`src/rtl/pkg_8b10b.sv`:
```
// Shared 8b/10b definitions: K-code bytes, fixed scheduler columns and
// the scheduler state encoding.
package pkg_8b10b;

    localparam logic [7:0] K28_5 = 8'hBC;
    localparam logic [7:0] K28_0 = 8'h1C;

    typedef struct packed {
        logic [31:0] dat;
        logic [3:0]  k;
    } col_t;

    // Lane 0 carries the comma so the receiver can find byte boundaries in idle fill.
    localparam col_t IDLE_COL  = '{dat: {K28_0, K28_0, K28_0, K28_5}, k: 4'hF};
    localparam col_t ALIGN_COL = '{dat: {K28_5, K28_5, K28_5, K28_5}, k: 4'hF};

    typedef enum logic [1:0] {
        OFF   = 2'd0,
        TRAIN = 2'd1,
        RUN   = 2'd2
    } state_t;

endpackage

```
`src/rtl/x4_tx_scheduler_8b10b.sv`:
```
// Column scheduler feeding the x4 8b/10b encoder: training, periodic
// alignment, idle fill and valid/ready user data.
module x4_tx_scheduler_8b10b
    import pkg_8b10b::*;
#(
    parameter int unsigned TRAIN_LEN    = 16,
    parameter int unsigned ALIGN_PERIOD = 1024
) (
    input  logic        clk,
    input  logic        rst,
    input  logic        link_en,
    input  logic [31:0] s_dat,
    input  logic [3:0]  s_k,
    input  logic        s_valid,
    output logic        s_ready,
    output logic [3:0]  kin_ena,
    output logic [31:0] ein_dat,
    output logic        link_up
);

    localparam int unsigned TW = $clog2(TRAIN_LEN + 1);
    localparam int unsigned AW = $clog2(ALIGN_PERIOD);
    localparam logic [TW-1:0] TRAIN_LAST = TW'(TRAIN_LEN - 1);
    localparam logic [AW-1:0] ALIGN_LAST = AW'(ALIGN_PERIOD - 1);

    state_t        state_q, state_d;
    logic [TW-1:0] train_cnt_q, train_cnt_d;
    logic [AW-1:0] align_cnt_q, align_cnt_d;
    col_t          col_q, col_d;
    logic          link_up_q, link_up_d;
    logic          align_slot;

    always_comb begin
        state_d     = state_q;
        train_cnt_d = train_cnt_q;
        align_cnt_d = align_cnt_q;
        col_d       = IDLE_COL;
        link_up_d   = 1'b0;

        align_slot = (state_q == RUN) && (align_cnt_q == ALIGN_LAST);
        s_ready    = link_en && (state_q == RUN) && !align_slot;

        unique case (state_q)
            OFF: begin
                train_cnt_d = '0;
                align_cnt_d = '0;
                if (link_en) begin
                    state_d = TRAIN;
                end
            end
            TRAIN: begin
                col_d       = ALIGN_COL;
                train_cnt_d = train_cnt_q + 1'b1;
                if (train_cnt_q == TRAIN_LAST) begin
                    state_d     = RUN;
                    align_cnt_d = '0;
                end
            end
            RUN: begin
                // A falling link_en already reads as down on the column emitted now.
                link_up_d   = link_en;
                align_cnt_d = align_slot ? '0 : align_cnt_q + 1'b1;
                if (align_slot) begin
                    col_d = ALIGN_COL;
                end else if (s_ready && s_valid) begin
                    col_d = '{dat: s_dat, k: s_k};
                end
            end
            default: begin
                state_d = OFF;
            end
        endcase

        if (!link_en) begin
            state_d = OFF;
        end
    end

    always_ff @(posedge clk) begin
        if (!rst) begin
            state_q     <= OFF;
            train_cnt_q <= '0;
            align_cnt_q <= '0;
            col_q       <= IDLE_COL;
            link_up_q   <= 1'b0;
        end else begin
            state_q     <= state_d;
            train_cnt_q <= train_cnt_d;
            align_cnt_q <= align_cnt_d;
            col_q       <= col_d;
            link_up_q   <= link_up_d;
        end
    end

    assign ein_dat = col_q.dat;
    assign kin_ena = col_q.k;
    assign link_up = link_up_q;

endmodule

```
`config.mk`:
```
export PLATFORM = sky130hd
export DESIGN_NAME = x4_tx_scheduler_8b10b
export DESIGN_NICKNAME = d
export VERILOG_FILES = /design/src/rtl/pkg_8b10b.sv /design/src/rtl/x4_tx_scheduler_8b10b.sv
export SDC_FILE = /design/constraint.sdc
export NUM_CORES = 1
export LEC_CHECK = 0
export BUFFER_PORTS_ARGS = -buffer_cell sky130_fd_sc_hd__buf_2
export CORE_UTILIZATION = 51
export DETAILED_ROUTE_END_ITERATION = 6
export PLACE_DENSITY = 0.83
export SYNTH_ARGS = -nofsm -noshare
export SYNTH_HDL_FRONTEND = slang
export SYNTH_SLANG_ARGS = --single-unit
```
`constraint.sdc`:
```
create_clock -name clk -period 2.73 [get_ports clk]
set_input_delay 0.4095 -clock clk [delete_from_list [all_inputs] [get_ports clk]]
set_output_delay 0.4095 -clock clk [all_outputs]
set_load 0.02 [all_outputs]
```
==> impl_results.md <==
* Status: finished, final reports clean
* P&R area growth vs syn at 24.5%
* Post-CTS Hold Buffers at 0
* # diodes at 0
* WP data required at 2910 ps
* R2R Setup Slk at 560 ps
* Post-synthesis cell type count at 36
* Tmin final at 2170 ps
* IO buf count at 77
* Transition time at the pin with the least slew margin at 647 ps
* Drt initial violations at 115
* Sequential share of the synthesized area at 53.5%
* WHS Path Cells at 2
* Mux contribution to synthesized area at 0.495%
* Inserted Clock Buffers at 5
* Post-CTS Resized at 0
* Fill cells at 325
* Antenna violations before repair at 0
* Largest family of logic cells by synthesized area: simple AND/OR/NAND/NOR gates
* Syn_nets at 247
* Syn avg cell area at 10.1 µm²
* Overall Global Routing Usage at 19.7%
* Post-DP HPWL at 2820 µm
* Worst hold start: s_dat[6]
* Setup violators final at 0
* Final nets at 322
* DRT Pass-1 Iters at 4
* Die Area at 4220 µm²
* Yosys warns at 0
* Setup TNS at 0 ps
* FF-to-FF End: align_cnt_q[5]
* # DRC at 0
* Non-Filler Instances at 324
* CP Capture Type: register
* Clock root cell: clkbuf_8
* Setup CP Type: register to register
* Setup crit start kind: register
* First-pass GRT wire length at 6260 µm
* Core Footprint at 3740 µm²
* Period utilization at 79.6%
* Row Count at 22
* Placed Instances at 316
* Commonest register cell after synthesis: dfxtp_1
* Worst rel slew slack at 56.8%
* Async SR Flop Fraction at 0%
* H-tree Lvls at 2
* Clock skew at 10.7 ps
* Lkg Pwr at 1.09 nW
* Grt ovf at 0
* Via count at 1626
* Max_cap viols at 0
* Layout cells sized above 1 at 32.6%
* Clk_lat worst skew at 310 ps
* Wirelength, routed at 3920 µm
* Max-slew violation count at 0
* DIE WIDTH at 65.0 µm
* EDFF count, synth at 0
* Synth Area in Adders at 4.33%
* Simple-Gate Fraction of Synth Area at 19.4%
* Worst r2r path cells at 7
* Clock transition at path regs at 100 ps
* Critical-path maximum fanout at 12
* Max Fclk at 460 MHz
* Hold Vio Cnt, Final at 0
* Synthesized flop and latch total at 54
* WL per Instance at 12.1 µm
* Max IR drop VDD at 0.000403 V
* Initial Util at 54.0%
* Worst hold path type: primary input to register
* Clk sinks at 54
* RR Startpoint: state_q[1]
* Longest Clk Path Bufs at 2
* Synthesized area at 2020 µm²
* RSZ-0062 raised after global routing: no
* Die Y at 65.0 µm
* Final ANT Viol Nets at 0
* Number of setup buffers added after CTS at 0
* Worst EP arrival at 2350 ps
* Largest net degree at the start of global routing at 19
* Routability congestion estimate from global placement at 0.827
* Vias in the first global route at 1456
* Pwr Total at 1.37 mW
* Synth Area in Compound Gates at 14.6%
* Synth Instances at 200
* Cell Pwr Density at 544 nW/µm²
* Boundary Pins at 78
* Worst Hold End: ein_dat[6]
* Via density at 5.02
* Synth Area in XOR/XNOR at 3.90%
* CTS tree: yes
==> cells in the final DEF (no fill, tap or decap), types with 2 or more instances in the layout <==
cell,count
a21oi_1,15
a31oi_1,2
and2_1,12
and3_1,5
and4_1,2
buf_2,77
clkbuf_8,6
clkinv_4,2
dfxtp_1,54
ha_1,7
inv_1,5
nand2_1,13
nand3_1,7
nor2_1,16
nor3_1,4
nor3b_1,3
nor4_1,2
o21a_1,18
o21ai_0,2
xnor2_1,8
==> cell families (layout without fill, tap and decap cells) <==
| kind of cell | after synthesis | count (layout) |
|---|---|---|
| AOI/OAI and AO/OA | 42 | 42 |
| xor gates and xnor gates | 9 | 9 |
| adders and majority gates | 7 | 7 |
| buffers and inverters | 15 | 91 |
| DFF | 54 | 54 |
| muxes | 1 | 1 |
| and+or+nand+nor | 72 | 72 |
==> report_power, final <==
group	switching, mW	internal [mW]
Clock	0.255	0.209
Sequential	0.00489	0.801
Combinational	0.0550	0.0440
==> registers in the layout, indices dropped and copies added, names as in the netlist <==
| signal | flops |
|---|---|
| kin_ena | 4 |
| link_up | 1 |
| ein_dat | 32 |
| align_cnt_q | 10 |
| state_q | 2 |
| train_cnt_q | 5 |
==> critical path, stage by stage, from the launching register on <==
cell and delay, ps:
dfxtp_1 390, inv_1 80, ha_1 330, nor2b_1 190, buf_4 160, or2_2 320
o21ai_1 450, nor2_1 120
==> worst max path at each step <==
stage / startpoint / end / depth (start not counted)
6_report: state_q[1] / align_cnt_q[5] / 7
2_1_floorplan: train_cnt_q[0] / align_cnt_q[0] / 8
3_5_place_dp: state_q[1] / align_cnt_q[5] / 7
4_1_cts: state_q[1] / align_cnt_q[5] / 7
3_3_place_gp: state_q[1] / align_cnt_q[0] / 7
5_1_grt: state_q[1] / align_cnt_q[5] / 7
==> cell usage after synthesis, types with 2 or more instances <==
master | n | area [µm²]
a21oi_1 | 15 | 75.1
a31oi_1 | 2 | 12.5
and2_1 | 12 | 75.1
and3_1 | 5 | 31.3
and4_1 | 2 | 17.5
buf_2 | 3 | 15.0
buf_6 | 2 | 22.5
clkbuf_1 | 4 | 15.0
dfxtp_1 | 54 | 1080
ha_1 | 7 | 87.6
inv_1 | 5 | 18.8
nand2_1 | 13 | 48.8
nand3_1 | 7 | 35.0
nor2_1 | 16 | 60.1
nor3_1 | 4 | 20.0
nor3b_1 | 3 | 22.5
nor4_1 | 2 | 12.5
o21a_1 | 18 | 135
o21ai_0 | 2 | 10.0
xnor2_1 | 8 | 70.1
==> metrics by stage <==
stage / util (%) / hold WS, ps / setup slack [ps] / instance area [µm²]
6_report: 67.2 / 288 / 557 / 2520
2_1_floorplan: - / 466 / 849 / 2020
4_1_cts: 67.2 / 280 / 515 / 2520
5_1_grt: 67.2 / 284 / 417 / 2520
3_5_place_dp: 64.6 / 499 / 560 / 2420
3_3_place_gp: 64.6 / 505 / 683 / 2420
==> per-layer routing <==
metal / share of wire, % / track usage [%]
met1: 43 / 23.1
met2: 48 / 32.7
met3: 7.5 / 6.34
met4: 1.6 / 8.61
met5: 0 / 0
==> area by class of cell <==
type / count / area, µm² / area share (%)
Tap cell: 48 / 60.1 / 2.39
Timing Repair Buffer: 78 / 393 / 15.6
Multi-Input combinational cell: 131 / 865 / 34.3
Clock inverter: 2 / 17.5 / 0.696
Clock buffer: 6 / 82.6 / 3.28
Sequential cell: 54 / 1080 / 42.9
Inverter: 5 / 18.8 / 0.746
No activity file was read; power rests on OpenSTA's default activity.
